`config.mk`:
```
export PLATFORM = sky130hd
export DESIGN_NAME = divider_seq_restoring
export DESIGN_NICKNAME = d
export VERILOG_FILES = /design/src/rtl/divider_seq_restoring.sv
export SDC_FILE = /design/constraint.sdc
export NUM_CORES = 1
export LEC_CHECK = 0
export ABC_AREA = 0
export BUFFER_PORTS_ARGS = -buffer_cell sky130_fd_sc_hd__buf_2
export CAP_MARGIN = 20
export CORE_MARGIN = 2
export CORE_UTILIZATION = 53
export DETAILED_ROUTE_END_ITERATION = 7
export PLACE_DENSITY = 0.76
export SYNTH_ARGS = -nofsm -noshare
export SYNTH_HDL_FRONTEND = slang
export SYNTH_SLANG_ARGS = --single-unit
```
`constraint.sdc`:
```
create_clock -name CLK -period 5 [get_ports CLK]
set_clock_uncertainty 0.05 [all_clocks]
set_input_delay 1.5 -clock CLK [delete_from_list [all_inputs] [get_ports CLK]]
set_output_delay 1.5 -clock CLK [all_outputs]
set_load 0.02 [all_outputs]
```
`src/rtl/divider_seq_restoring.sv`:
```
// Sequential unsigned restoring divider, one quotient bit per clock.
// Define DIV_SIGNED_EN for two's-complement operands and results.
module divider_seq_restoring #(
  parameter int BITWIDTH = 8
) (
  input  logic                CLK,
  input  logic                nRST,
  input  logic                START,
  input  logic [BITWIDTH-1:0] DIVIDEND,
  input  logic [BITWIDTH-1:0] DIVISOR,
  output logic [BITWIDTH-1:0] QUOTIENT,
  output logic [BITWIDTH-1:0] REMAINDER,
  output logic                BUSY,
  output logic                DONE,
  output logic                DIV_ZERO
);

  localparam int W  = BITWIDTH;
  localparam int CW = $clog2(W + 1);
  localparam logic [W-1:0] ONE = W'(1);

  typedef enum logic {IDLE, CALC} state_t;

  state_t state, state_d;

  logic [W-1:0]  pr, pr_d;
  logic [W-1:0]  wq, wq_d;
  logic [W-1:0]  dvs, dvs_d;
  logic [CW-1:0] cnt, cnt_d;
  logic [W-1:0]  quo_d, rem_d;
  logic          busy_d, done_d, dz_d;

  logic [W:0]    sh, nb;
  logic [W+1:0]  c;
  logic [W-1:0]  t;
  logic          borrow;
  logic [W-1:0]  pr_n, wq_n;
  logic [W-1:0]  q_fin, r_fin;
  logic [W-1:0]  dvd_mag, dvs_mag, zero_rem;
  logic          last, dvs_zero;

`ifdef DIV_SIGNED_EN
  logic [W-1:0]  dvd_raw, dvd_raw_d;
  logic          neg_q, neg_q_d;
  logic          neg_r, neg_r_d;
`endif

  // Trial subtraction on an explicit ripple chain: sh + ~dvs + 1
  always_comb begin
    sh   = {pr, wq[W-1]};
    nb   = ~{1'b0, dvs};
    c    = '0;
    c[0] = 1'b1;
    t    = '0;
    for (int i = 0; i < W; i++) begin
      t[i]   = sh[i] ^ nb[i] ^ c[i];
      c[i+1] = (sh[i] & nb[i])
             | (c[i] & (sh[i] ^ nb[i]));
    end
    c[W+1] = (sh[W] & nb[W])
           | (c[W] & (sh[W] ^ nb[W]));
    borrow = ~c[W+1];
    pr_n   = borrow ? sh[W-1:0] : t;
    wq_n   = {wq[W-2:0], ~borrow};
  end

  assign last     = (cnt == CW'(W - 1));
  assign dvs_zero = (dvs == '0);

`ifdef DIV_SIGNED_EN
  always_comb begin
    dvd_mag  = DIVIDEND[W-1] ? (~DIVIDEND + ONE)
                             : DIVIDEND;
    dvs_mag  = DIVISOR[W-1] ? (~DIVISOR + ONE)
                            : DIVISOR;
    q_fin    = neg_q ? (~wq_n + ONE) : wq_n;
    r_fin    = neg_r ? (~pr_n + ONE) : pr_n;
    zero_rem = dvd_raw;
  end
`else
  always_comb begin
    dvd_mag  = DIVIDEND;
    dvs_mag  = DIVISOR;
    q_fin    = wq_n;
    r_fin    = pr_n;
    zero_rem = wq;
  end
`endif

  always_ff @(posedge CLK) begin
    if (!nRST) state <= IDLE;
    else       state <= state_d;
  end

  always_comb begin
    state_d = state;
    unique case (state)
      IDLE:    if (START) state_d = CALC;
      CALC:    if (dvs_zero || last) state_d = IDLE;
      default: state_d = IDLE;
    endcase
  end

  always_comb begin
    pr_d   = pr;
    wq_d   = wq;
    dvs_d  = dvs;
    cnt_d  = cnt;
    quo_d  = QUOTIENT;
    rem_d  = REMAINDER;
    busy_d = BUSY;
    done_d = 1'b0;
    dz_d   = DIV_ZERO;
`ifdef DIV_SIGNED_EN
    dvd_raw_d = dvd_raw;
    neg_q_d   = neg_q;
    neg_r_d   = neg_r;
`endif
    unique case (1'b1)
      (state == IDLE && START): begin
        pr_d   = '0;
        wq_d   = dvd_mag;
        dvs_d  = dvs_mag;
        cnt_d  = '0;
        busy_d = 1'b1;
        dz_d   = 1'b0;
`ifdef DIV_SIGNED_EN
        dvd_raw_d = DIVIDEND;
        neg_q_d   = DIVIDEND[W-1] ^ DIVISOR[W-1];
        neg_r_d   = DIVIDEND[W-1];
`endif
      end
      (state == CALC && dvs_zero): begin
        quo_d  = '1;
        rem_d  = zero_rem;
        dz_d   = 1'b1;
        done_d = 1'b1;
        busy_d = 1'b0;
      end
      (state == CALC && !dvs_zero): begin
        pr_d  = pr_n;
        wq_d  = wq_n;
        cnt_d = cnt + CW'(1);
        if (last) begin
          quo_d  = q_fin;
          rem_d  = r_fin;
          done_d = 1'b1;
          busy_d = 1'b0;
        end
      end
      default: ;
    endcase
  end

  always_ff @(posedge CLK) begin
    if (!nRST) begin
      pr        <= '0;
      wq        <= '0;
      dvs       <= '0;
      cnt       <= '0;
      QUOTIENT  <= '0;
      REMAINDER <= '0;
      BUSY      <= 1'b0;
      DONE      <= 1'b0;
      DIV_ZERO  <= 1'b0;
`ifdef DIV_SIGNED_EN
      dvd_raw   <= '0;
      neg_q     <= 1'b0;
      neg_r     <= 1'b0;
`endif
    end else begin
      pr        <= pr_d;
      wq        <= wq_d;
      dvs       <= dvs_d;
      cnt       <= cnt_d;
      QUOTIENT  <= quo_d;
      REMAINDER <= rem_d;
      BUSY      <= busy_d;
      DONE      <= done_d;
      DIV_ZERO  <= dz_d;
`ifdef DIV_SIGNED_EN
      dvd_raw   <= dvd_raw_d;
      neg_q     <= neg_q_d;
      neg_r     <= neg_r_d;
`endif
    end
  end

endmodule

```
==> summary.md <==
| Metric | Value |
|---|---|
| Clock Sinks | `48` |
| Area post-placement | `2420 µm²` |
| Crit path launch type | `flop` |
| Hold Crit Class | `flop to flop` |
| Max-cap viol count | `0` |
| RSZ-0062 raised after global routing | `false` |
| Core footprint | `4030 µm²` |
| Max-slew violations | `0` |
| CP Capture Type | `flop` |
| Reg2Reg Setup Slack | `around 850 ps` |
| CTS Hold Buffers Added | `0` |
| Die height | `around 70 µm` |
| Crit path max fanout | `16` |
| Post-route DRC | `0` |
| Largest net degree at the start of global routing | `42` |
| Congestion Overflow GR | `0` |
| Area delta synth->final | `12.4%` |
| Post-CTS setup buffer count | `0` |
| Class of the most critical setup path | `flop to flop` |
| Crit path to | `REMAINDER[1]` |
| Critical path origin | `dvs[0]` |
| CTS Root Cell | `clkbuf_8` |
| Peak VDD IR | `~0.23 mV` |
| Final setup vio count | `0` |
| Count of state elements after synthesis | `48` |
| Endpoints failing hold | `0` |
| HPWL after DPL | `3620 µm` |
| H-tree depth | `2` |
| DR iter-0 viols | `100` |
| Rel. slew slack | `28.2%` |
| Post-route cell area | `2520 µm²` |
| Final Net Count | `301` |
| Crit path time final | `4150 ps` |
| Max Clk Rate | `241 MHz` |
| Bufs on Longest Clock Path | `2` |
| Reg-to-reg critical path startpoint | `dvs[0]` |
| Vias in the first global route | `1,810` |
| Mapped Avg Cell Area | `just over 9 µm²` |
| Period utilization | `around 83%` |
| Layout cell share with drive strength beyond 1 | `24.1%` |
| Critical path data required time | `5130 ps` |
| Core Util, Final | `approximately 63%` |
| DRT Pass-1 Iters | `7` |
| Post-Place Cells | `316` |
| Total CTS buffers | `5` |
| Clock tree from TritonCTS | `done` |
| Initial core utilization | `55.7%` |
| PwrDens | `353 nW/µm²` |
| Rows | `23` |
| Vias per Instance | `5.94` |
| Via count | `1,925` |
| Netlist cell types | `32` |
| P_leak | `just under 1 nW` |
| DRT Wirelength | `5260 µm` |
| DIE AREA | `approximately 4800 µm²` |
| Clock-pin slew of the registers on the worst-case setup and hold paths | `90 ps` |
| Routability Congestion | `0.862` |
| Drt wl/cell | `16.2 µm` |
| Setup TNS | `0 ps` |
| R2R cell count | `14` |
| Die width | `69.0 µm` |
| Status | `finished clean` |
| I/O pin cnt | `38` |
| Port Buf Inserts | `37` |
| Gate Count Post-Synth | `245` |
| YS warnings | `0` |
| Post-synthesis sequential area ratio | `between 40% and 50%` |
| Total GRT Usage | `roughly a quarter` |
| Syn Std Cell Area | `2240 µm²` |
| Finished Layout Cells | `around 320` |
| First-pass GRT wire length | `between 8000 and 9000 µm` |
| N_diodes | `0` |
| Antenna-violating nets left | `0` |
| Worst Max-Slew Pin Slew | `1070 ps` |
| Syn_nets | `273` |
| Reg2reg end | `REMAINDER[1]` |
| Initial antenna violation count | `0` |
| Worst hold slack | `419 ps` |
| Clk Latency, worst-skew pair | `310 ps` |
| Worst endpoint data arrival time | `about 4300 ps` |
| Post-cts sizing count | `0` |
==> cells by family after synthesis <==
group,share of synthesized area [%]
AND/OR/NAND/NOR,16.2
adder cells (fa/ha/maj),7.37
buffers and inverters,5.97
AO/OA/AOI/OAI,22.8
multiplexers,4.74
flip-flops,42.9
==> through the flow <==
stage	power (mW)	worst slack, ps
floorplan	0.597	1220
global placement	0.646	1000
detailed placement	0.651	881
CTS	0.894	847
global route	0.939	677
finish	0.889	855
==> flip-flops by register name, indices dropped and copies added (netlist names) <==
register,flops
pr,8
cnt,4
dvs,8
REMAINDER,8
state,1
DIV_ZERO,1
BUSY,1
DONE,1
QUOTIENT,8
wq,8
==> placed cells by master, fill, tap and decap left out, types with 2 or more instances in the layout <==
| cell | synthesis | layout |
|---|---|---|
| inv_1 | 12 | 12 |
| a21oi_1 | 33 | 33 |
| o221a_2 | 7 | 7 |
| a22oi_1 | 8 | 8 |
| nor2_1 | 6 | 6 |
| nand3_1 | 22 | 22 |
| a31oi_1 | 2 | 2 |
| nand2_1 | 31 | 31 |
| mux2_2 | 5 | 5 |
| clkinvlp_4 | 0 | 2 |
| a311oi_1 | 4 | 4 |
| o211ai_1 | 11 | 11 |
| nor4_2 | 2 | 2 |
| nand2b_1 | 2 | 2 |
| mux2i_1 | 5 | 5 |
| clkbuf_8 | 0 | 6 |
| nand3b_1 | 3 | 3 |
| ha_1 | 2 | 2 |
| o41ai_1 | 5 | 5 |
| buf_4 | 0 | 3 |
| fa_1 | 7 | 7 |
| buf_2 | 2 | 37 |
| or4_4 | 2 | 2 |
| dfxtp_1 | 48 | 48 |
==> critical path: stages, from the launching register on <==
cell,delay (ps)
dfxtp_1,400
ha_1,160
inv_1,40
fa_1,370
fa_1,390
fa_1,380
fa_1,380
fa_1,370
inv_1,80
fa_1,180
fa_1,170
nand2b_1,350
mux2_2,430
mux2i_1,170
o41ai_1,90
==> worst min-delay path by stage <==
stage	from	to	slack, ps	cells past startpoint
after CTS	QUOTIENT[0]	QUOTIENT[0]	420	1
after floorplan	pr[7]	pr[7]	390	2
final	QUOTIENT[0]	QUOTIENT[0]	420	1
after global placement	QUOTIENT[0]	QUOTIENT[0]	390	1
after detailed placement	QUOTIENT[0]	QUOTIENT[0]	400	1
after global routing	QUOTIENT[0]	QUOTIENT[0]	460	1
==> synthesized netlist by cell type (all sizes together) <==
library cell	count	area share, %
a311oi	4	1.6
mux2i	5	2.2
a31oi	2	0.56
o21ai	3	1.2
o21a	1	0.33
clkbuf	15	2.5
o41ai	5	2.0
nor2	6	1.0
o221a	7	3.5
inv	12	2.0
buf	4	1.5
nor4	2	1.1
nand2	32	5.5
nand2b	2	0.56
a21oi	33	7.4
ha	2	1.1
and3b	1	0.39
o211ai	11	3.7
or3	1	0.28
nand3b	3	1.0
nor2b	1	0.28
nor3	1	0.22
or4	2	1.0
a22oi	8	2.7
dfxtp	48	43
nand3	22	4.9
mux2	5	2.5
fa	7	6.2
==> per-layer routing <==
metal / vias up / GRT usage (%) / part of all wire [%]
li1: 939 / - / -
met1: 926 / 32.6 / 46
met2: 54 / 35.5 / 47
met3: 6 / 5.41 / 6.1
met4: 0 / 7.84 / 1.3
met5: - / 0 / 0
==> power by group <==
group          internal, mW  switching (mW)  total, mW
clock                 0.112           0.135      0.247
sequential            0.408          0.0254      0.433
combinational        0.0808           0.128      0.209
==> area by class of cell <==
| cell class | instances | area (µm²) |
|---|---|---|
| Inverter | 12 | 45.0 |
| Multi-Input combinational cell | 166 | 1150 |
| Tap cell | 50 | 62.6 |
| Clock buffer | 6 | 82.6 |
| Timing Repair Buffer | 40 | 208 |
| Sequential cell | 48 | 961 |
| Clock inverter | 2 | 15.0 |
| Fill cell | 381 | 1510 |
(Power assumes the default switching activity.)
